<file path="config.mk">
export PLATFORM = sky130hd
export DESIGN_NAME = shift_pipe
export DESIGN_NICKNAME = d
export VERILOG_FILES = /design/src/rtl/shift_pkg.sv /design/src/rtl/shift_levels.sv /design/src/rtl/shift_pipe.sv
export SDC_FILE = /design/constraint.sdc
export NUM_CORES = 1
export LEC_CHECK = 0
export CAP_MARGIN = 0
export CELL_PAD_IN_SITES_DETAIL_PLACEMENT = 1
export CELL_PAD_IN_SITES_GLOBAL_PLACEMENT = 2
export CORE_ASPECT_RATIO = 0.75
export CORE_MARGIN = 3
export CORE_UTILIZATION = 26
export DETAILED_ROUTE_END_ITERATION = 12
export DONT_BUFFER_PORTS = 1
export GPL_ROUTABILITY_DRIVEN = 0
export MAX_ROUTING_LAYER = met4
export PLACE_DENSITY_LB_ADDON = 0.2
export SLEW_MARGIN = 20
export SYNTH_ARGS = -nofsm -noshare
export SYNTH_HDL_FRONTEND = slang
export SYNTH_SLANG_ARGS = --single-unit
</file>
<file path="constraint.sdc">
create_clock -name clk -period 1.95 [get_ports clk]
set_input_delay 0.195 -clock clk [delete_from_list [all_inputs] [get_ports clk]]
set_output_delay 0.195 -clock clk [all_outputs]
set_load 0.02 [all_outputs]
</file>
<file path="src/rtl/shift_pkg.sv">
// Shared types and the ladder-level to pipeline-stage mapping for shift_pipe.
package shift_pkg;

    typedef enum logic [1:0] {
        SHIFT_SLL = 2'b00,
        SHIFT_SRL = 2'b01,
        SHIFT_SRA = 2'b10,
        SHIFT_ROR = 2'b11
    } shift_op_e;

    // Stage that owns ladder level `level` when `levels` levels are spread over `stages` stages.
    function automatic int level_stage(input int level, input int stages, input int levels);
        return (level * stages) / levels;
    endfunction

    // Lowest ladder level owned by `stage`; returns `levels` for stage == stages.
    function automatic int stage_first_level(input int stage, input int stages, input int levels);
        int first;
        first = levels;
        for (int i = levels - 1; i >= 0; i--) begin
            if (level_stage(i, stages, levels) >= stage) first = i;
        end
        return first;
    endfunction

endpackage

</file>
<file path="src/rtl/shift_levels.sv">
// Combinational slice of the right-shift/rotate ladder: applies levels LO..HI.
module shift_levels
    import shift_pkg::*;
#(
    parameter int XLEN = 32,
    parameter int LO   = 0,
    parameter int HI   = 0
) (
    input  shift_op_e         op,
    input  logic              sign,
    input  logic [XLEN-1:0]   din,
    input  logic [HI-LO:0]    shamt,
    output logic [XLEN-1:0]   dout
);

    logic            fill;
    logic [XLEN-1:0] hi;
    logic [HI-LO:0]  sh;

    assign fill = sign && (op == SHIFT_SRA);

    // NOTE: blocking assignments here let each level consume the previous level's result inside one combinational block.
    always_comb begin
        hi   = '0;
        sh   = shamt;
        dout = din;
        for (int i = LO; i <= HI; i++) begin
            hi = (op == SHIFT_ROR) ? dout : {XLEN{fill}};
            if (sh[0]) dout = XLEN'({hi, dout} >> (1 << i));
            sh = sh >> 1;
        end
    end

endmodule

</file>
<file path="src/rtl/shift_pipe.sv">
// Pipelined SLL/SRL/SRA/ROR barrel shifter with a valid/ready elastic handshake.
module shift_pipe
    import shift_pkg::*;
#(
    parameter int XLEN   = 32,
    parameter int STAGES = 2,
    parameter int TAG_W  = 5
) (
    input  logic                    clk,
    input  logic                    rst,
    input  logic                    in_valid,
    output logic                    in_ready,
    input  logic [1:0]              in_op,
    input  logic [XLEN-1:0]         in_data,
    input  logic [$clog2(XLEN)-1:0] in_shamt,
    input  logic [TAG_W-1:0]        in_tag,
    output logic                    out_valid,
    input  logic                    out_ready,
    output logic [XLEN-1:0]         out_data,
    output logic [TAG_W-1:0]        out_tag
);

    localparam int L = $clog2(XLEN);

    logic [STAGES-1:0] vld_q;
    logic [STAGES-1:0] rdy;
    shift_op_e         op_q   [STAGES];
    logic              sign_q [STAGES];
    logic [L-1:0]      sh_q   [STAGES];
    logic [XLEN-1:0]   data_q [STAGES];
    logic [TAG_W-1:0]  tag_q  [STAGES];

    logic              src_vld  [STAGES];
    shift_op_e         src_op   [STAGES];
    logic              src_sign [STAGES];
    logic [L-1:0]      src_sh   [STAGES];
    logic [XLEN-1:0]   src_data [STAGES];
    logic [TAG_W-1:0]  src_tag  [STAGES];
    logic [XLEN-1:0]   lvl_out  [STAGES];

    shift_op_e         in_op_e;
    logic [XLEN-1:0]   in_data_rev;
    logic [XLEN-1:0]   out_data_rev;

    // SLL runs through the right-shift ladder on bit-reversed data.
    assign in_op_e      = shift_op_e'(in_op);
    assign in_data_rev  = {<<{in_data}};
    assign out_data_rev = {<<{data_q[STAGES-1]}};

    for (genvar k = 0; k < STAGES; k++) begin : g_stage
        localparam int LO = stage_first_level(k, STAGES, L);
        localparam int HI = stage_first_level(k + 1, STAGES, L) - 1;

        if (k == 0) begin : g_src
            assign src_vld[k]  = in_valid;
            assign src_op[k]   = in_op_e;
            assign src_sign[k] = in_data[XLEN-1];
            assign src_sh[k]   = in_shamt;
            assign src_data[k] = (in_op_e == SHIFT_SLL) ? in_data_rev : in_data;
            assign src_tag[k]  = in_tag;
        end else begin : g_src
            assign src_vld[k]  = vld_q[k-1];
            assign src_op[k]   = op_q[k-1];
            assign src_sign[k] = sign_q[k-1];
            assign src_sh[k]   = sh_q[k-1];
            assign src_data[k] = data_q[k-1];
            assign src_tag[k]  = tag_q[k-1];
        end

        // A stage may load unless it and every stage after it are full and the output is stalled.
        assign rdy[k] = out_ready || !(&vld_q[STAGES-1:k]);

        shift_levels #(
            .XLEN (XLEN),
            .LO   (LO),
            .HI   (HI)
        ) u_levels (
            .op    (src_op[k]),
            .sign  (src_sign[k]),
            .din   (src_data[k]),
            .shamt (src_sh[k][HI:LO]),
            .dout  (lvl_out[k])
        );
    end

    // NOTE: payload registers are cleared along with the valid bits so out_data/out_tag read 0 straight after reset.
    always_ff @(posedge clk) begin
        for (int k = 0; k < STAGES; k++) begin
            if (rst) begin
                vld_q[k]  <= 1'b0;
                op_q[k]   <= SHIFT_SLL;
                sign_q[k] <= 1'b0;
                sh_q[k]   <= '0;
                data_q[k] <= '0;
                tag_q[k]  <= '0;
            end else if (rdy[k]) begin
                vld_q[k]  <= src_vld[k];
                op_q[k]   <= src_op[k];
                sign_q[k] <= src_sign[k];
                sh_q[k]   <= src_sh[k];
                data_q[k] <= lvl_out[k];
                tag_q[k]  <= src_tag[k];
            end
        end
    end

    assign in_ready  = rdy[0];
    assign out_valid = vld_q[STAGES-1];
    assign out_data  = (op_q[STAGES-1] == SHIFT_SLL) ? out_data_rev : data_q[STAGES-1];
    assign out_tag   = tag_q[STAGES-1];

endmodule

</file>
# Yosys cells after proc, flatten, opt, wreduce, memory -nomap -nowiden
# Memories as Yosys holds them, arrays and structs flattened.
# Cells that the tools add are included.
[word_totals]
ff_bits = 2
latch_bits = 0
mem_bits_rw = 90
mem_bits_ro = 0
output_inout_bits = 39
word_cells = 60
mem_count = 5
[classes]
addsub = 0
multipliers = 0
n_div = 0
magnitude_cmp = 0
eq_ne = 4
shifts = 0
muxes = 30
n_bitwise = 10
reduce_logical = 9
[memory_table]
columns = ["name", "words", "word_bits", "rd", "rd_ports_with_merged_regs", "wr", "line", "rtl"]
rows = [
  ["data_q", 2, 32, 2, 0, 2, "shift_pipe.sv:30", "logic [XLEN-1:0] data_q [STAGES];"],
  ["sh_q", 2, 5, 1, 0, 2, "shift_pipe.sv:29", "logic [L-1:0] sh_q [STAGES];"],
  ["tag_q", 2, 5, 2, 0, 2, "shift_pipe.sv:31", "logic [TAG_W-1:0] tag_q [STAGES];"],
  ["op_q", 2, 2, 2, 0, 2, "shift_pipe.sv:27", "shift_op_e op_q [STAGES];"],
  ["sign_q", 2, 1, 1, 0, 2, "shift_pipe.sv:28", "logic sign_q [STAGES];"],
]
[ops]
columns = ["op", "count"]
rows = [
  ["two-way mux 32 bit", 9],
  ["two-way mux 5 bit", 4],
  ["two-way mux 16 bit", 1],
  ["two-way mux 1 bit", 11],
  ["OR 1 bit", 10],
  ["== test 2 bit (second input constant)", 4],
  ["two-way mux 8 bit", 1],
  ["two-way mux 2 bit", 3],
  ["logical NOT 2 bit", 2],
  ["two-way mux 4 bit", 1],
  ["logical AND 1 bit", 2],
  ["logical NOT 1 bit", 2],
  ["logical OR 1 bit", 2],
  ["AND reduction 2 bit", 1],
]

# Longest topological paths before layout
# Gate-level depths: netlist of the first run.
[depth]
ltp_word = 9
depth_mapped = 7
depth_no_buf = 4

# Modules after synthesis
# A second synthesis of the first run with hierarchy kept.
[hier_totals]
cells_unflattened = 568
area_unflattened_um2 = 6507.5
[modules_own_cells]
columns = ["module", "n_inst", "cells_per_inst", "area_per_inst_um2"]
rows = [
  ["shift_pipe", 1, 263, 4326.6],
  ["shift_levels at g_stage[0].u_levels", 1, 182, 1176.1],
  ["shift_levels at g_stage[1].u_levels", 1, 123, 1004.7],
]

# Least setup slack after synthesis of the first run
# OpenSTA, ideal clock, no wires.
[synth_path]
path_kind = "register -> register"
startpoint = "reg vld_q[1]"
endpoint = "mem data_q[0][0] (enable)"
arrival_time_ns = 1.683
path_slack_ns = -0.139
stages_incl_launch_ff = 4
path_buffers = 1
period_less_slack_ns = 2.089
cell_sequence = "dfxtp_1 > and3b_1 > buf_2 > nand2b_1"
[synth_lines]
columns = ["element", "line", "rtl"]
rows = [
  ["from (decl)", "shift_pipe.sv:25", "logic [STAGES-1:0] vld_q;"],
  ["from (signal, indexed assignment)", "shift_pipe.sv:97", "vld_q[k] <= src_vld[k];"],
  ["to (decl)", "shift_pipe.sv:30", ""],
]

==> flow_summary_export.csv, run 1 <==
group,metric,value,unit
status,status,"finished clean",
sta,setup-violations-final,0,
routing,vias,4220,
pwr,power.share.sequential,41.7,%
synthesis,syn-cell-area,5690,um^2
pwr,p_clk_share,38.5,%
final_layout,fin_util,30.5,%
pwr,swShare,26.4,%
synthesis,synthAdderAreaFrac,0,%
placement,dpl_worst_slack,-0.0244,ns
synthesis,yosysWarnings,0,
global_route,grt_pass1_vias,4383,
final_layout,diodes,0,
synthesis,synth-async-reset-ratio,0,%
clock_network,cts_buffers,9,
synthesis,ys_ff_latch,83,
sta,hold_viol,0,
global_route,grt-ovfl-total,0,
floorplan,die_area,23700,um^2
floorplan,io_pins,87,
synthesis,synth-compound-area-share,16.8,%
pwr,power_frac_comb,19.8,%
sta,period_needed,1.88,ns
clock_network,clk_latency,0.34,ns
synthesis,ys.flop_type,"edfxtp_1",
synthesis,synth_edf_count,81,
floorplan,rows,46,
clock_network,clock-sinks,83,
routing,drt_first_pass_iters,5,
routing,drtIter0Drc,345,
setup_path,path_delay_family,"simple AND/OR/NAND/NOR gates",
routing,wl,17.9,mm
pwr,p_sw,0.00142,W
setup_path,crit_path_start_kind,"register",
routing,ant_nets,0,
synthesis,netlist_instances,481,
synthesis,ys_seq_area_share,43.5,%
clock_network,clk_pin_slew,0.06,ns
sta,fin_tns_setup,0,ns
placement,dp_hpwl,13.7,mm
floorplan,coreArea,21300,um^2
clock_network,cts_root_buf,"clkbuf_16",
setup_path,worst-r2r-setup-slack,0.07,ns
setup_path,criticalPathCategory,"register to register",
sta,fmax,533,MHz
sta,fin_skew,0.00775,ns
floorplan,die_w,177,um
pwr,p_leak,2.47,nW
setup_path,slowest_delay,0.57,ns
global_route,grt_first_pass_wirelength,27.7,mm
synthesis,synth_cell_types,46,
final_layout,area_delta_synth_final,14.3,%
final_layout,drive_above_1_share,26.6,%
final_layout,fin_cells,777,
run,drv_cap,0,
routing,wl_per_cell,23.0,um
global_route,grt_max_degree,43,
worst_hold_path,hold_path.class,"primary input to register",
floorplan,initial_core_util,26.7,%
final_layout,regArea,2470,um^2
setup_path,worstPathRequired,2.16,ns
placement,io_buffers,0,
final_layout,nFillCells,2335,
setup_path,crit_chain,"and3b_1, or2_2, a2111oi_0, buf_4",
sta,worstMarginPinSlew,0.820,ns
sta,drv_slew,0,
setup_path,cp_max_fo,12,
synthesis,yosys.area_share.simple,8.32,%
clock_network,cts.htree.levels,3,
pwr,intPower,0.00397,W
floorplan,die_h,134,um
synthesis,synth_xor_xnor_area_share,0,%
global_route,grt_use_total,15.8,%
synthesis,synth_nets,529,
setup_path,end_kind,"register",
setup_path,crit_arrival,2.09,ns
sta,worst_slack,0.0749,ns
final_layout,multi_input_area,2950,um^2
clock_network,post_cts_buffers,0,
sta,min_period_over_period,96.2,%
pwr,p_per_area,829,nW/um^2
clock_network,tritoncts,"built",
setup_path,critPathBufInv,1,
final_layout,nets,532,
placement,placed_cells,759,
sta,fin_hold_ws,0.0483,ns
clock_network,cts_buffer_depth,2,
global_route,antenna_found_initial,0,
sta,max_slew_margin,44.9,%
synthesis,avgSynthCellArea,11.8,um^2
routing,drc,0,
synthesis,synth_top_family_by_area,"multiplexers",
setup_path,slowest_stage,"a2111oi_0",
routing,post_drt_via_cell_ratio,5.43,
synthesis,synthMuxAreaShare,26.6,%
pwr,ir_worst_vdd,447,uV
-- power by group through the flow --
stage / Clock [W] / Sequential [W] / Combinational (W)
finish: 0.00207 / 0.00225 / 0.00107
global route: 0.00221 / 0.00227 / 0.00116
CTS: 0.00213 / 0.00225 / 0.00107
detailed placement: 0 / 0.00229 / 0.00106
global placement: 0 / 0.00229 / 0.00106
floorplan: 0 / 0.00223 / 0.000836
-- stage by stage --
| step | cell area (um^2) | power [W] |
|---|---|---|
| after floorplan | 5690 | 0.00307 |
| after detailed placement | 6120 | 0.00335 |
| after CTS | 6500 | 0.00546 |
| after global placement | 6120 | 0.00335 |
| final | 6500 | 0.00539 |
| after global routing | 6500 | 0.00564 |
-- worst register-to-register path, delay by kind of cell (launching register included) --
family | cells | cell delay, ns
simple gates | 2 | 0.65
flops | 1 | 0.31
buf+inv | 1 | 0.21
compound gates | 1 | 0.57
-- cell usage after synthesis, types with 2 or more instances --
cell type | instances | area, um^2
nand2b_1 | 3 | 18.8
o221a_2 | 9 | 101
mux2i_1 | 41 | 410
mux2_2 | 50 | 563
nor3_1 | 4 | 20.0
clkbuf_1 | 23 | 86.3
o221ai_1 | 4 | 35.0
buf_4 | 2 | 15.0
o21ai_0 | 12 | 60.1
inv_1 | 12 | 45.0
a21oi_1 | 24 | 120
a22oi_1 | 23 | 173
o21ai_1 | 4 | 20.0
or2_2 | 2 | 12.5
a31oi_1 | 2 | 12.5
buf_1 | 3 | 11.3
mux4_1 | 5 | 131
nor2_1 | 29 | 109
dfxtp_1 | 2 | 40.0
and3_1 | 2 | 12.5
a211oi_1 | 21 | 158
nor2b_1 | 3 | 18.8
buf_6 | 5 | 56.3
nand2_1 | 27 | 101
buf_2 | 8 | 40.0
edfxtp_1 | 81 | 2430
a32oi_1 | 2 | 17.5
mux4_2 | 18 | 405
or3_1 | 2 | 12.5
and2_1 | 18 | 113
nand3b_1 | 2 | 15.0
a222oi_1 | 4 | 40.0
o22ai_1 | 14 | 87.6
o211a_1 | 8 | 80.1
-- area by class of cell --
type | instances | area share [%]
timing repair buffer | 34 | 4.83
sequential | 83 | 38.0
clock inverter | 5 | 1.92
multi-input combinational | 343 | 45.4
tap | 288 | 5.54
clock buffer | 11 | 3.58
inverter | 13 | 0.750
-- per-layer routing --
layer  vias up  global-route usage (%)  wire length, um
li1       1929                       -                -
met1      2137                    21.7             8530
met2       138                    23.4             7910
met3        16                    4.39             1160
met4         0                    3.62              272
met5         -                       -                0
-- state kept, by name (all words and copies together), names as in the netlist --
register  count
sh_q          2
sign_q        1
op_q          4
tag_q        10
vld_q         2
data_q       64
-- cell families (layout without fill, tap and decap cells) --
kind of cell	after synthesis	count (layout)
flops	83	83
compound gates	133	133
buf+inv	55	63
simple gates	96	96
mux	114	114
-- cells in the final DEF, fill, tap and decap left out, types with 14 or more instances in the layout --
cell type | netlist | final
edfxtp_1 | 81 | 81
mux2_2 | 50 | 50
mux2i_1 | 41 | 41
nor2_1 | 29 | 28
nand2_1 | 27 | 27
buf_4 | 2 | 27
a21oi_1 | 24 | 24
a22oi_1 | 23 | 23
a211oi_1 | 21 | 20
and2_1 | 18 | 18
mux4_2 | 18 | 18
o22ai_1 | 14 | 14
-- final timing paths --
path / start / to / depth (start not counted)
worst max-delay path: vld_q[1]$_SDFFE_PP0P_ / data_q[0][29]$_SDFFCE_PN0P_ / 4
worst min-delay path: in_tag[4] / tag_q[0][4]$_SDFFCE_PN0P_ / 1
worst max register to register: vld_q[1]$_SDFFE_PP0P_ / data_q[0][29]$_SDFFCE_PN0P_ / 4
worst min register to register: vld_q[0]$_SDFFE_PP0P_ / vld_q[1]$_SDFFE_PP0P_ / 2
-- timing repair --
action,CTS,global route
pin swaps,0,1
gates cloned,0,0
gates resized for setup,1,1
setup endpoints to repair,1,2
hold endpoints to repair,2,0
hold buffers,2,0
Power figures use the tool's default switching activity.
==> run 2, diff against run 1 <==
- SYNTH_HIERARCHICAL: default -> 1
==> run 2 against run 1 <==
  * Fmax is 5.2% higher
  * Via count is 2.3% higher
  * Die area is 14% higher
  * Highest routed layer unchanged
  * Clock-buffer cell count is 1 higher
==> flow_summary_export.csv, run 2 <==
group,metric,value,unit
synthesis,synth_top_area_share,37.4,%
synthesis,synth_top_cell_by_area,"edfxtp_1",
sta,period_needed,1.78,ns
clock_network,cts_buffer_depth,2,
floorplan,die_h,143,um
global_route,grt_use_total,13.6,%
floorplan,initial_core_util,26.8,%
routing,drc,0,
pwr,ir_worst_vdd,316,uV
final_layout,diodes,0,
setup_path,worstPathRequired,2.05,ns
final_layout,drive_above_1_share,28.5,%
pwr,p_clk_share,32.4,%
synthesis,ys_seq_area_share,38.0,%
final_layout,fin_util,29.4,%
sta,fin_hold_ws,0.0534,ns
sta,min_period_over_period,91.4,%
clock_network,cts_resized,0,
sta,rsz0062_at_grt,"false",
clock_network,clk_latency,0.35,ns
sta,max_slew_margin,61.2,%
global_route,grt_max_degree,86,
sta,worstMarginPinSlew,0.581,ns
routing,wl_per_cell,19.3,um
setup_path,r2r_start,"sh_q[0][3]$_SDFFCE_PN0P_",
status,status,"finished clean",
sta,drv_slew,0,
setup_path,reg2reg_to,"data_q[1][31]$_SDFFCE_PN0P_",
setup_path,end_kind,"register",
final_layout,nFillCells,2699,
final_layout,top_register,"data_q",
pwr,p_sw,0.00137,W
floorplan,io_pins,87,
final_layout,final_cell_mix,"nand2_1, edfxtp_1, mux2i_1",
routing,ant_nets,0,
setup_path,cp_max_fo,7,
clock_network,clk_pin_slew,0.06,ns
synthesis,netlist_instances,568,
setup_path,crit_end,"data_q[1][31]$_SDFFCE_PN0P_",
global_route,grt_pass1_vias,4751,
run,drv_cap,0,
synthesis,yosys-top-cells-area,"edfxtp_1, mux2i_1, mux2_2",
setup_path,crit_path_start_kind,"register",
synthesis,synth-async-reset-ratio,0,%
floorplan,coreArea,24300,um^2
floorplan,die_w,189,um
setup_path,rr_worst_depth,5,
setup_path,worst-r2r-setup-slack,0.17,ns
final_layout,largest_register_ffs,64,
placement,io_buffers,0,
pwr,power_frac_comb,23.0,%
synthesis,ys_ff_latch,83,
synthesis,yosysWarnings,6,
sta,setup-violations-final,0,
synthesis,synth_common_cells,"nand2_1, edfxtp_1, mux2i_1",
final_layout,area_delta_synth_final,9.52,%
floorplan,die_area,27000,um^2
final_layout,fin_cells,893,
routing,wl,17.2,mm
setup_path,crit_start,"sh_q[0][3]$_SDFFCE_PN0P_",
synthesis,ys.flop_type,"edfxtp_1",
synthesis,syn-cell-area,6510,um^2
global_route,antenna_found_initial,0,
placement,placed_cells,875,
pwr,swShare,27.2,%
synthesis,synth_nets,616,
routing,drtIter0Drc,237,
sta,fin_skew,0.00682,ns
routing,vias,4317,
routing,post_drt_via_cell_ratio,4.83,
worst_hold_path,hold_path.class,"primary input to register",
final_layout,nets,605,
sta,hold_viol,0,
final_layout,reg.largest.list,"data_q: 64 flops, tag_q: 10 flops, op_q: 4 flops",
pwr,intPower,0.00368,W
clock_network,clock-sinks,83,
pwr,p_leak,2.77,nW
synthesis,synth_most_common_cell,"nand2_1",
synthesis,avgSynthCellArea,11.5,um^2
pwr,total_power,0.00505,W
pwr,p_per_area,709,nW/um^2
pwr,power.share.sequential,44.6,%
clock_network,tritoncts,"built",
placement,dp_hpwl,12.9,mm
synthesis,synth_cell_types,39,
global_route,grt-ovfl-total,0,
clock_network,cts_root_buf,"clkbuf_16",
sta,fin_tns_setup,0,ns
synthesis,synth_edf_count,81,
final_layout,final_common_cell,"nand2_1",
routing,drt_first_pass_iters,4,
floorplan,rows,49,
clock_network,cts.htree.levels,3,
sta,fmax,561,MHz
clock_network,cts_buffers,9,
setup_path,crit_arrival,1.88,ns
global_route,grt_first_pass_wirelength,27.5,mm
setup_path,criticalPathCategory,"register to register",
==> run 2: how the worst min path moves through the flow <==
| stage | startpoint | to | slack (ns) | depth (start not counted) |
|---|---|---|---|---|
| after floorplan | in_valid | vld_q[0]$_SDFFE_PP0P_ | 0.32 | 2 |
| after global placement | rst | vld_q[0]$_SDFFE_PP0P_ | 0.29 | 1 |
| after detailed placement | rst | vld_q[0]$_SDFFE_PP0P_ | 0.30 | 1 |
| after CTS | rst | vld_q[1]$_SDFFE_PP0P_ | 0.03 | 1 |
| after global routing | rst | vld_q[1]$_SDFFE_PP0P_ | 0.03 | 1 |
| final | rst | vld_q[1]$_SDFFE_PP0P_ | 0.05 | 1 |
==> run 2: repair_timing <==
item,CTS,global route
hold endpoints to repair,1,0
hold buffers,2,0
setup buffers,0,0
==> run 2: power groups by stage <==
stage | clock network (W) | registers (W) | logic (W)
after floorplan | 0 | 0.00223 | 0.00100
after global placement | 0 | 0.00229 | 0.00117
after detailed placement | 0 | 0.00229 | 0.00117
after CTS | 0.00169 | 0.00226 | 0.00118
after global routing | 0.00177 | 0.00227 | 0.00128
final | 0.00164 | 0.00225 | 0.00116
==> run 2: per-stage QoR <==
stage          area (um^2)  setup WS, ns
4_1_cts               7130         0.153
3_5_place_dp          6830       -0.0991
2_1_floorplan         6510       0.00861
6_report              7130         0.168
5_1_grt               7130        0.0660
3_3_place_gp          6830       -0.0705
==> run 2: final cells by class <==
type                    instances  area, um^2  area share, %
inverters                       7        26.3          0.369
well taps                     331         414           5.81
clock buffers                  12         236           3.32
flip-flops and latches         83        2470           34.7
clock inverters                 4        41.3          0.579
multi-input cells             425        3590           50.3
repair buffers                 31         350           4.92
==> run 2: kinds of logic (layout without fill, tap and decap cells) <==
kind of cell    Yosys count  count (layout)  share of synthesized area (%)
compound gates           59              59                           7.04
simple gates            210             210                           20.8
flops                    83              83                           38.0
mux                     156             156                           27.1
buf+inv                  60              54                           7.04
==> run 2: per-layer routing <==
metal | up-vias | global-route usage (%) | routed length (um)
met5 | - | - | 0
met4 | 0 | 3.17 | 232
met3 | 18 | 3.31 | 554
met2 | 46 | 21.6 | 8030
met1 | 2178 | 17.6 | 8420
li1 | 2075 | - | -
==> run 2: worst max-delay path, cell delays in order, from the launching register on <==
cell	delay (ns)
edfxtp_1	0.43
nand2_1	0.32
a21oi_1	0.10
o32a_2	0.38
nor3b_1	0.15
buf_4	0.15
==> run 3, diff against run 2 <==
- ABC_CLOCK_PERIOD_IN_PS: default -> 1950
==> results of run 3 <==
The final DEF is identical to that of run 2; final timing and power are the same.
